--- src/rtl/adam_axil_pkg.sv ---
// Shared types for the AXI-Lite initiator: FSM state encoding and AXI response codes.
package adam_axil_pkg;

    typedef enum logic [2:0] {
        IDLE,
        WR,
        WAIT_B,
        RD,
        WAIT_R,
        PAUSED
    } state_t;

    localparam logic [1:0] RESP_OKAY   = 2'b00;
    localparam logic [1:0] RESP_SLVERR = 2'b10;
    localparam logic [1:0] RESP_DECERR = 2'b11;

endpackage

--- src/rtl/adam_axil_mst.sv ---
// Single-outstanding AXI-Lite initiator bridging a req/gnt memory port.
// Define ADAM_AXIL_MST_ALIGN_CHECK_EN to reject misaligned requests locally.
module adam_axil_mst
    import adam_axil_pkg::*;
#(
    parameter int unsigned ADDR_WIDTH = 32,
    parameter int unsigned DATA_WIDTH = 32,
    parameter logic [2:0]  PROT       = 3'b000,
    localparam int unsigned STRB_WIDTH = DATA_WIDTH / 8
) (
    input  logic                  clk,
    input  logic                  rst_n,

    input  logic                  pause_req,
    output logic                  pause_ack,

    input  logic                  req_valid,
    output logic                  req_gnt,
    input  logic                  req_we,
    input  logic [ADDR_WIDTH-1:0] req_addr,
    input  logic [STRB_WIDTH-1:0] req_be,
    input  logic [DATA_WIDTH-1:0] req_wdata,

    output logic                  rsp_valid,
    output logic [DATA_WIDTH-1:0] rsp_rdata,
    output logic                  rsp_err,

    output logic [ADDR_WIDTH-1:0] aw_addr,
    output logic [2:0]            aw_prot,
    output logic                  aw_valid,
    input  logic                  aw_ready,

    output logic [DATA_WIDTH-1:0] w_data,
    output logic [STRB_WIDTH-1:0] w_strb,
    output logic                  w_valid,
    input  logic                  w_ready,

    input  logic [1:0]            b_resp,
    input  logic                  b_valid,
    output logic                  b_ready,

    output logic [ADDR_WIDTH-1:0] ar_addr,
    output logic [2:0]            ar_prot,
    output logic                  ar_valid,
    input  logic                  ar_ready,

    input  logic [DATA_WIDTH-1:0] r_data,
    input  logic [1:0]            r_resp,
    input  logic                  r_valid,
    output logic                  r_ready
);

`ifdef ADAM_AXIL_MST_ALIGN_CHECK_EN
    localparam int unsigned OFF_W =
        (STRB_WIDTH > 1) ? $clog2(STRB_WIDTH) : 1;
`endif

    state_t                state;
    logic [ADDR_WIDTH-1:0] addr_q;
    logic [STRB_WIDTH-1:0] be_q;
    logic [DATA_WIDTH-1:0] wdata_q;
    logic                  aw_done;
    logic                  w_done;

    logic accept;
    logic misalign;
    logic aw_hs;
    logic w_hs;
    logic b_hs;
    logic ar_hs;
    logic r_hs;
    logic aw_fin;
    logic w_fin;

    assign aw_addr = addr_q;
    assign ar_addr = addr_q;
    assign aw_prot = PROT;
    assign ar_prot = PROT;
    assign w_data  = wdata_q;
    assign w_strb  = be_q;

    always_comb begin
        req_gnt  = rst_n && (state == IDLE) && !pause_req;
        accept   = req_valid && req_gnt;
        aw_hs    = aw_valid && aw_ready;
        w_hs     = w_valid && w_ready;
        b_hs     = b_valid && b_ready;
        ar_hs    = ar_valid && ar_ready;
        r_hs     = r_valid && r_ready;
        aw_fin   = aw_done || aw_hs;
        w_fin    = w_done || w_hs;
        misalign = 1'b0;
`ifdef ADAM_AXIL_MST_ALIGN_CHECK_EN
        misalign = req_addr[OFF_W-1:0] != '0;
`endif
    end

    always_ff @(posedge clk or negedge rst_n) begin
        if (!rst_n) begin
            state     <= IDLE;
            addr_q    <= '0;
            be_q      <= '0;
            wdata_q   <= '0;
            aw_valid  <= 1'b0;
            w_valid   <= 1'b0;
            aw_done   <= 1'b0;
            w_done    <= 1'b0;
            b_ready   <= 1'b0;
            ar_valid  <= 1'b0;
            r_ready   <= 1'b0;
            rsp_valid <= 1'b0;
            rsp_err   <= 1'b0;
            rsp_rdata <= '0;
            pause_ack <= 1'b0;
        end else begin
            rsp_valid <= 1'b0;
            rsp_err   <= 1'b0;
            rsp_rdata <= '0;
            unique case (state)
                IDLE: begin
                    if (accept && misalign) begin
                        rsp_valid <= 1'b1;
                        rsp_err   <= 1'b1;
                    end else if (accept) begin
                        addr_q  <= req_addr;
                        be_q    <= req_be;
                        wdata_q <= req_wdata;
                        if (req_we) begin
                            state    <= WR;
                            aw_valid <= 1'b1;
                            w_valid  <= 1'b1;
                            aw_done  <= 1'b0;
                            w_done   <= 1'b0;
                        end else begin
                            state    <= RD;
                            ar_valid <= 1'b1;
                        end
                    end else if (pause_req) begin
                        state     <= PAUSED;
                        pause_ack <= 1'b1;
                    end
                end
                WR: begin
                    // AW and W complete independently, in any order
                    if (aw_hs) begin
                        aw_valid <= 1'b0;
                        aw_done  <= 1'b1;
                    end
                    if (w_hs) begin
                        w_valid <= 1'b0;
                        w_done  <= 1'b1;
                    end
                    if (aw_fin && w_fin) begin
                        state   <= WAIT_B;
                        b_ready <= 1'b1;
                    end
                end
                WAIT_B: begin
                    if (b_hs) begin
                        state     <= IDLE;
                        b_ready   <= 1'b0;
                        rsp_valid <= 1'b1;
                        rsp_err   <= b_resp != RESP_OKAY;
                    end
                end
                RD: begin
                    if (ar_hs) begin
                        state    <= WAIT_R;
                        ar_valid <= 1'b0;
                        r_ready  <= 1'b1;
                    end
                end
                WAIT_R: begin
                    if (r_hs) begin
                        state     <= IDLE;
                        r_ready   <= 1'b0;
                        rsp_valid <= 1'b1;
                        rsp_rdata <= r_data;
                        rsp_err   <= r_resp != RESP_OKAY;
                    end
                end
                PAUSED: begin
                    if (!pause_req) begin
                        state     <= IDLE;
                        pause_ack <= 1'b0;
                    end
                end
                default: state <= IDLE;
            endcase
        end
    end

endmodule

--- config.mk ---
export PLATFORM = sky130hd
export DESIGN_NAME = adam_axil_mst
export DESIGN_NICKNAME = d
export VERILOG_FILES = /design/src/rtl/adam_axil_pkg.sv /design/src/rtl/adam_axil_mst.sv
export SDC_FILE = /design/constraint.sdc
export NUM_CORES = 1
export LEC_CHECK = 0
export ABC_CLOCK_PERIOD_IN_PS = 1800
export BUFFER_PORTS_ARGS = -buffer_cell sky130_fd_sc_hd__buf_2
export CELL_PAD_IN_SITES_DETAIL_PLACEMENT = 0
export CELL_PAD_IN_SITES_GLOBAL_PLACEMENT = 1
export CORE_UTILIZATION = 28
export CTS_CLUSTER_DIAMETER = 200
export DETAILED_ROUTE_END_ITERATION = 6
export GPL_TIMING_DRIVEN = 0
export PLACE_DENSITY = 0.86
export SYNTH_ARGS = -nofsm -noshare
export SYNTH_HDL_FRONTEND = slang
export SYNTH_SLANG_ARGS = --single-unit
--- constraint.sdc ---
create_clock -name clk -period 1.8 [get_ports clk]
set_clock_uncertainty 0.1 [all_clocks]
set_input_delay 0.36 -clock clk [delete_from_list [all_inputs] [get_ports clk]]
set_output_delay 0.36 -clock clk [all_outputs]
set_load 0.02 [all_outputs]
==> results.tsv, run 1 <==
metric	value	unit
status	finished, violations left	
violations	negative setup slack	
endpoint_kind	primary output	
cp.required	1.34	ns
fillers	1569	
power_density	881	nW/um^2
finalNonFillerCells	997	
synth-seq-cells	113	
reg2reg_slack	-0.04	ns
gr-usage-met3	6.89	%
finalCritPeriodShare	104	%
global_route.usage.met2	25.4	%
crit_end	req_gnt	
rr_worst_depth	7	
dieWidth	130	um
busiest_layer	met2	
cts_sinks	113	
hold_violations	0	
syn_area	4600	sq um
fmax	0.534	GHz
final_nets	883	
final_cell_mix	buf_2 (256), nand2_1 (213), dfrtp_1 (113)	
gp_congestion	0.734	
antenna_left	0	
drc	0	
clock-root-buffer	clkbuf_16	
comb_power_share	4.2	%
clk-insertion-delay-late	0.40	ns
period_minus_slack	1.87	ns
crit_arrival	1.41	ns
seqPwrFrac	40.2	%
wl	13200	um
syn_area_per_cell	9.80	sq um
p_int	5.07	mW
multi_input_area	1420	sq um
die-height	130	um
p_leak	4.42	nW
setup_tns	-0.132	ns
final_common_cell	buf_2	
antenna_found_initial	0	
irDropWorstVdd	0.564	mV
hold_start	req_wdata[24]	
core	15900	sq um
use_met1	17.4	%
switching_power	1.26	mW
path_class	reg -> out	
dieArea	17000	sq um
drive_above_1_share	47.2	%
place_hpwl	9250	um
r2r_start	state[1]$_DFFE_PN0P_	
viasPerCell	4.09	
finalSetupViolations	3	
dp_cells	946	
drv_cap	0	
grt_pass1_vias	3792	
area_growth	56.0	%
synth_cells	470	
drt_pass1_iterations	4	
regArea	2830	sq um
row_count	46	
io_pins	261	
r2r_end	state[2]$_DFFE_PN0P_	
first_iter_violations	75	
switching_share	19.9	%
clk_path_buf_depth	2	
yosysSeqAreaShare	61.4	%
grt_overflow	0	
cts_made_buffers	17	
grt_usage	15.2	%
setup_ws	-0.0738	ns
wire_per_inst	13.2	um
hp-class	in -> reg	
h-tree-depth	4	
cp-startpoint	state[1]$_DFFE_PN0P_	
n_antenna_cell	0	
synth_area_leaders	dfrtp_1 (61%), nand2_1 (17%), buf_4 (6.4%)	
cts_tree	yes	
synth_top_area_cell	dfrtp_1	
power_frac_clock	55.6	%
path_clk_slew	0.05	ns
yosys.area.top_type_share	61.4	%
drv_slew	0	
crit_fanout	6	
grt_max_degree	55	
vias	4076	
ys_warn_count	0	
grt_first_pass_wirelength	19100	um
crit_path_start_kind	flip-flop	
synth_cell_types	39	
port_buffers	254	
rsz0062_at_grt	true	
initial_utilization	28.9	%
layer usage:
metal | vias to the layer above | part of all wire [%] | wire, um
li1 | 2011 | - | -
met1 | 1865 | 42 | 5480
met2 | 193 | 48 | 6280
met3 | 7 | 9.7 | 1280
met4 | 0 | 0.90 | 119
met5 | - | 0 | 0
kinds of logic after synthesis:
logic type             after synthesis  share of synthesized area [%]
multiplexers                         2                          0.543
flip-flops                         113                           61.4
other                                1                         0.0814
AO/OA/AOI/OAI                       22                           3.07
buffers and inverters               61                           9.10
AND/OR/NAND/NOR                    271                           25.8
area by class of cell:
| type | instances | share of cell area (%) |
|---|---|---|
| inverter | 2 | 0.104 |
| clock inverter | 10 | 2.21 |
| multi-input combinational | 301 | 19.7 |
| tap | 216 | 3.76 |
| timing repair buffer | 276 | 22.3 |
| buffer | 58 | 6.10 |
| clock buffer | 21 | 6.41 |
| sequential | 113 | 39.4 |
flip-flops by register name (all words and copies together), names as in the netlist:
register / cells
ar_addr: 32
rsp_rdata: 32
w_data: 32
w_strb: 4
state: 3
ar_valid: 1
aw_done: 1
aw_valid: 1
b_ready: 1
pause_ack: 1
r_ready: 1
rsp_err: 1
rsp_valid: 1
w_done: 1
w_valid: 1
synthesized netlist by cell type, drive strengths merged:
cell type	n
nand3	3
and3b	2
o21ai	5
a22oi	1
and2	33
a22o	1
nor2	8
o31ai	1
nand3b	1
a32o	1
nor3b	2
buf	51
and2b	1
mux2i	1
mux2	1
dfrtp	113
and3	2
clkbuf	8
a21o	1
a41oi	1
nand2	215
inv	2
o21a	1
a21oi	8
nor2b	1
a21boi	1
nor3	2
nand2b	1
a31oi	1
conb	1
critical path, cell delays in order, from the launching register on:
cell and delay (ns):
dfrtp_1 0.37, buf_6 0.13, nor3_4 0.18, and3b_1 0.20, buf_6 0.12
power by group through the flow:
stage | clock, mW | combinational, mW | sequential [mW]
after global routing | 3.73 | 0.297 | 2.54
after global placement | 0 | 0.202 | 2.59
after CTS | 3.61 | 0.229 | 2.54
after floorplan | 0 | 0.0290 | 2.59
after detailed placement | 0 | 0.214 | 2.59
final | 3.52 | 0.268 | 2.54
through the flow:
| stage | cell area (sq um) | utilization, % | total power, mW | setup slack [ns] | hold slack [ns] |
|---|---|---|---|---|---|
| final | 7180 | 45.1 | 6.33 | -0.0738 | 0.0416 |
| after global routing | 7180 | 45.1 | 6.57 | -0.141 | 0.0217 |
| after CTS | 6960 | 43.6 | 6.39 | -0.124 | -0.280 |
| after detailed placement | 6200 | 38.9 | 2.80 | -0.832 | 0.250 |
| after global placement | 6160 | 38.7 | 2.79 | -2.09 | 0.353 |
| after floorplan | 4620 | - | 2.62 | 0.112 | -0.0356 |
repair_timing:
item / in CTS / in global routing
endpoints found under the hold margin: 52 / 81
buffers inserted: 7 / 3
pin swaps: 2 / 4
endpoints found under the setup margin: 85 / 89
resized for setup: 16 / 16
cloned: 1 / 1
worst min path at each step:
stage	depth (start not counted)	slack, ns	end
after floorplan	0	-0.04	ar_addr[0]$_DFFE_PN0P_
after global placement	2	0.35	w_data[12]$_DFFE_PN0P_
after detailed placement	1	0.25	ar_addr[23]$_DFFE_PN0P_
after CTS	1	-0.28	ar_addr[23]$_DFFE_PN0P_
after global routing	3	0.02	w_data[15]$_DFFE_PN0P_
final	3	0.04	w_data[24]$_DFFE_PN0P_
Power figures use the tool's default switching activity.
==> run 2, diff against run 1 <==
Settings changed: CORE_MARGIN from default to 4.
==> run 2 against run 1 <==
The flow finishes with violations (negative hold slack, negative setup slack). Wire length grew 2.8%. Clock power is 7.7% higher. Fmax shrank 1.4%. Die area rose by 9.4%. Power grew 3.5%. Hold slack lost 0.26 ns. Final area decreased by 2.1%. Critical endpoint unchanged. Critical path type unchanged. Register-to-register slack is essentially flat. Critical path depth did not move.
==> results.tsv, run 2 (synthesized netlist as in run 1, its figures left out) <==
metric	value	unit	change
status	finished, violations left		
violations	negative hold slack, negative setup slack		
n_antenna_cell	0		unchanged
drt_pass1_iterations	6		+2
cp.required	1.34	ns	about the same
grt_first_pass_wirelength	20200	um	+5.8%
core	16000	sq um	+0.36%
grt_max_degree	71		+29%
wire_per_inst	13.6	um	+3.3%
clk-insertion-delay-late	0.41	ns	about the same
final_common_cell	buf_2		
place_hpwl	10200	um	+10%
crit_path_start_kind	flip-flop		
irDropWorstVdd	0.590	mV	+4.6%
crit_arrival	1.44	ns	+0.03 ns
wl	13500	um	+2.8%
p_leak	4.36	nW	-1.3%
rsz0062_at_grt	true		
dieArea	18600	sq um	+9.4%
period_minus_slack	1.90	ns	+0.0258 ns
initial_utilization	28.8	%	-0.10 points
drive_above_1_share	47.3	%	about the same
cp-startpoint	state[1]$_DFFE_PN0P_		
die-height	136	um	+4.6%
drv_slew	0		unchanged
crit_fanout	4		-2
hold_violations	43		+43
port_buffers	254		unchanged
drc	0		unchanged
r2r_start	state[1]$_DFFE_PN0P_		
setup_ws	-0.0996	ns	-0.0258 ns
final_util	43.9	%	-1.1 points
antenna_left	0		unchanged
clock-root-buffer	clkbuf_16		
hold_slack	-0.219	ns	-0.261 ns
grt_pass1_vias	3912		+3.2%
viasPerCell	4.06		-0.58%
grt_overflow	0		unchanged
cts_sinks	113		unchanged
cts_tree	yes		
drv_cap	0		unchanged
cts_made_buffers	17		unchanged
endpoint_kind	primary output		
finalCritPeriodShare	106	%	+1.4 points
finalSetupViolations	2		-1
fmax	0.526	GHz	-1.4%
first_iter_violations	129		+72%
setup_tns	-0.130	ns	+0.00117 ns
hp-class	in -> async		
final_nets	877		-0.68%
dieWidth	136	um	+4.6%
grt_usage	14.4	%	-0.86 points
vias	4032		-1.1%
row_count	46		unchanged
clk_path_buf_depth	2		unchanged
io_pins	261		unchanged
path_class	reg -> out		
path_clk_slew	0.05	ns	about the same
power_density	932	nW/um^2	+5.8%
final_cell_mix	buf_2 (254), nand2_1 (213), dfrtp_1 (113)		
gp_congestion	0.789		+7.5%
area_growth	52.7	%	
antenna_found_initial	2		+2
h-tree-depth	4		unchanged
-- run 2: final cells by class --
cell class,count,area [sq um]
clock inverter,9,176
timing repair buffer,270,1420
inverter,2,7.51
clock buffer,23,488
fill,1575,8970
tap,216,270
sequential,113,2830
multi-input combinational,301,1410
buffer,58,425
-- run 2: layer usage --
layer  wire [um]  GRT usage (%)  part of all wire, %
met5          18              0                 0.13
met4         252           6.44                  1.9
met3        1480           6.03                   11
met2        6290           23.1                   47
met1        5490           16.8                   41
-- run 2: metrics by stage --
| step | worst slack [ns] | total power [mW] | area (sq um) | hold slack [ns] | std cells |
|---|---|---|---|---|---|
| floorplan | 0.112 | 2.62 | 4620 | -0.0356 | 475 |
| finish | -0.0996 | 6.55 | 7030 | -0.219 | 992 |
| CTS | -0.179 | 6.64 | 6910 | -0.223 | 983 |
| global placement | -2.03 | 2.79 | 6160 | 0.353 | 945 |
| global route | -0.143 | 6.79 | 7030 | -0.197 | 992 |
| detailed placement | -0.363 | 2.80 | 6200 | 0.224 | 946 |
-- run 2: repair_timing --
action                                  CTS  global route
endpoints found under the setup margin   82            95
pin swaps                                 2             4
hold endpoints to repair                 43            43
resized for setup                         5            18
buffers inserted                          5            10
-- run 2: worst max-delay path, stage by stage (launching register included) --
cell and delay (ns):
dfrtp_1 0.37, buf_6 0.13, nor3_4 0.20, and3b_1 0.21, buf_6 0.12
-- run 2: where the power goes --
group	internal, mW	switching (mW)
Sequential	2.54	0
Combinational	0.107	0.107
Clock	2.60	1.19
Total	5.25	1.30
-- run 2: final timing paths --
path | end | slack [ns] | cells past startpoint
worst max-delay path | req_gnt | -0.1 | 4
worst max register to register | state[2]$_DFFE_PN0P_ | -0.03 | 7
worst min-delay path | ar_addr[14]$_DFFE_PN0P_ | -0.22 | 1
max in group asynchronous | rsp_rdata[12]$_DFF_PN0_ | 1.13 | 2
min in group clk | w_data[14]$_DFFE_PN0P_ | 0.03 | 3
worst min register to register | w_strb[3]$_DFFE_PN0P_ | 0.36 | 2
==> run 3, diff against run 2 <==
Settings changed: ABC_AREA from default to 1, PLACE_DENSITY 0.86 to 0.87.
==> run 3 against run 2 <==
The flow now finishes without violations. Critical path depth stayed put. Final area down 1.4%. Via count rose by 4.5%. First-iteration DRC count down 22%. Setup slack improved by 0.12 ns. Non-clock buffer count shrank 12. Sequential power increased by 57%. Clock power is 9.0% lower. Utilization down 0.78 points. Critical endpoint unchanged. Highest routed layer is now met4.
==> results.tsv, run 3 <==
metric	value	unit	change
status	complete, no violations		
cts_made_buffers	17		unchanged
die-height	137	um	+0.42%
grt_pass1_vias	4146		+6.0%
synth_top_area_cell	dfrtp_1		
io_pins	261		unchanged
endpoint_kind	primary output		
initial_utilization	28.9	%	+0.15 points
port_buffers	254		unchanged
yosys.area.top_type_share	60.9	%	-0.55 points
dieArea	18700	sq um	+0.85%
clk-insertion-delay-late	0.41	ns	about the same
crit_chain	nor2_4 -> nand3_2 -> nor2_4 -> buf_6		
drv_cap	0		unchanged
hold_violations	0		-100%
finalCritPeriodShare	98.8	%	-6.8 points
synth_common_cells	nand2_1 (240), dfrtp_1 (113), inv_1 (53)		
row_count	46		unchanged
setup_tns	0	ns	+0.130 ns
drive_above_1_share	42.7	%	-4.6 points
async_flop_share	100	%	unchanged
antenna_found_initial	0		-2
cpMostUsedCell	nor2_4		
drc	0		unchanged
finalSetupViolations	0		-2
p_leak	4.29	nW	-1.7%
viasPerCell	4.03		-0.86%
grt_max_degree	78		+9.9%
crit_arrival	1.32	ns	-0.12 ns
fillers	1601		+1.7%
first_iter_violations	101		-22%
cts_sinks	113		unchanged
wire_per_inst	13.3	um	-2.7%
yosys_most_used_dff	dfrtp_1		
cts_tree	yes		
syn_area_per_cell	8.73	sq um	-11%
synth-seq-cells	113		unchanged
synth_cell_types	22		-44%
final_common_cell	buf_2		
path_clk_slew	0.06	ns	about the same
power_density	1780	nW/um^2	+91%
cp.required	1.34	ns	about the same
syn_area	4650	sq um	+0.90%
wl	13900	um	+2.6%
cpMaxStageDelayCell	dfrtp_2		
path_class	reg -> out		
synth-edff-count	0		unchanged
irDropWorstVdd	0.618	mV	+4.7%
antenna_left	0		unchanged
vias	4215		+4.5%
gp_congestion	0.732		-7.2%
yosysSeqAreaShare	60.9	%	-0.55 points
core	16100	sq um	+0.36%
fmax	0.562	GHz	+6.9%
finalNonFillerCells	1046		+5.4%
ys_warn_count	0		unchanged
cp_slowest_stage_delay	0.42	ns	+0.05 ns
crit_path_start_kind	flip-flop		
synth_area_leaders	dfrtp_1 (61%), nand2_1 (19%), buf_4 (6.1%)		
dieWidth	137	um	+0.42%
drt_pass1_iterations	4		-2
final_cell_mix	buf_2 (257), nand2_1 (240), dfrtp_1 (110)		
grt_first_pass_wirelength	21100	um	+4.9%
clk_path_buf_depth	2		unchanged
synth_cells	532		+13%
h-tree-depth	4		unchanged
place_hpwl	10400	um	+2.3%
crit_fanout	3		-1
final_util	43.2	%	-0.78 points
hp-class	in -> reg		
drv_slew	0		unchanged
grt_overflow	0		unchanged
synth_most_common_cell	nand2_1		
clock-root-buffer	clkbuf_16		
area_growth	49.2	%	
grt_usage	14.7	%	+0.31 points
dp_cells	1008		+6.6%
hold_slack	0.0412	ns	+0.260 ns
rsz0062_at_grt	true		
period_minus_slack	1.78	ns	-0.122 ns
final_nets	930		+6.0%
## run 3: changes by cell type after synthesis, moves of 6 or more
| cell | previous run | this run |
|---|---|---|
| nand2_1 | 214 | 240 |
| inv_1 | 2 | 53 |
| nand3_1 | 3 | 9 |
| and2_1 | 33 | 0 |
| nor2_1 | 7 | 39 |
| a21oi_1 | 8 | 2 |
## run 3: worst paths after layout
| path | from | endpoint | slack, ns | cells past startpoint |
|---|---|---|---|---|
| min | req_be[3] | w_strb[3]$_DFFE_PN0P_ | 0.04 | 3 |
| min in group asynchronous | rst_n | rsp_rdata[23]$_DFF_PN0_ | 0.52 | 3 |
| min reg2reg | w_data[31]$_DFFE_PN0P_ | w_data[31]$_DFFE_PN0P_ | 0.37 | 2 |
| max in group asynchronous | rst_n | ar_addr[24]$_DFFE_PN0P_ | 0.66 | 3 |
| max | state[0]$_DFFE_PN0P_ | req_gnt | 0.02 | 4 |
| max reg2reg | state[0]$_DFFE_PN0P_ | w_data[30]$_DFFE_PN0P_ | 0.13 | 9 |
## run 3: cells by family (layout without fill, tap and decap cells)
| group | count (synthesis) | in the layout | share of synthesized area (%) |
|---|---|---|---|
| flip-flops | 113 | 113 | 60.9 |
| AND/OR/NAND/NOR | 296 | 296 | 24.8 |
| buffers and inverters | 110 | 402 | 12.8 |
| other | 1 | 7 | 0.0807 |
| AO/OA/AOI/OAI | 12 | 12 | 1.43 |
## run 3: final cells by class
type	instances	area (sq um)	area share, %
flip-flops and latches	113	2830	40.8
well taps	216	270	3.90
inverters	54	205	2.96
clock buffers	17	425	6.14
plain buffers	55	394	5.69
diodes	1	2.50	0.0361
clock inverters	15	184	2.65
multi-input cells	314	1250	18.0
repair buffers	261	1370	19.8
## run 3: timing repair
item | 4_1_cts | 5_1_grt
cloned | 0 | 0
endpoints found under the hold margin | 36 | 0
setup endpoints to repair | 22 | 66
pin swaps | 2 | 1
hold buffers | 2 | 0
buffers inserted | 4 | 0
gates resized for setup | 7 | 7
## run 3: metrics by stage
stage | instance area, sq um | power, mW | setup WS [ns]
2_1_floorplan | 4660 | 7.07 | 0.209
3_5_place_dp | 6240 | 8.88 | -0.249
5_1_grt | 6930 | 13.1 | -0.0442
4_1_cts | 6920 | 12.5 | -0.0219
6_report | 6930 | 12.3 | 0.0222
3_3_place_gp | 6210 | 8.78 | -2.15
## run 3: report_power, final
part	internal (mW)	total (mW)	switching [mW]
sequential	3.42	3.98	0.567
clock	2.19	3.45	1.26
combinational	1.85	4.89	3.04
total	7.45	12.3	4.87
## run 3: critical path, delay by kind of cell (launching register included)
| family | cells | cell delay [ns] |
|---|---|---|
| buffers and inverters | 1 | 0.14 |
| flip-flops | 1 | 0.42 |
| AND/OR/NAND/NOR | 3 | 0.35 |
## run 3: metal layers
metal	wire [um]	up-vias	global-route usage, %	part of all wire (%)
met2	6490	183	23.8	47
li1	-	2111	-	-
met1	5700	1912	17.5	41
met4	119	0	4.93	0.86
met3	1570	9	6.51	11
met5	0	-	0	0
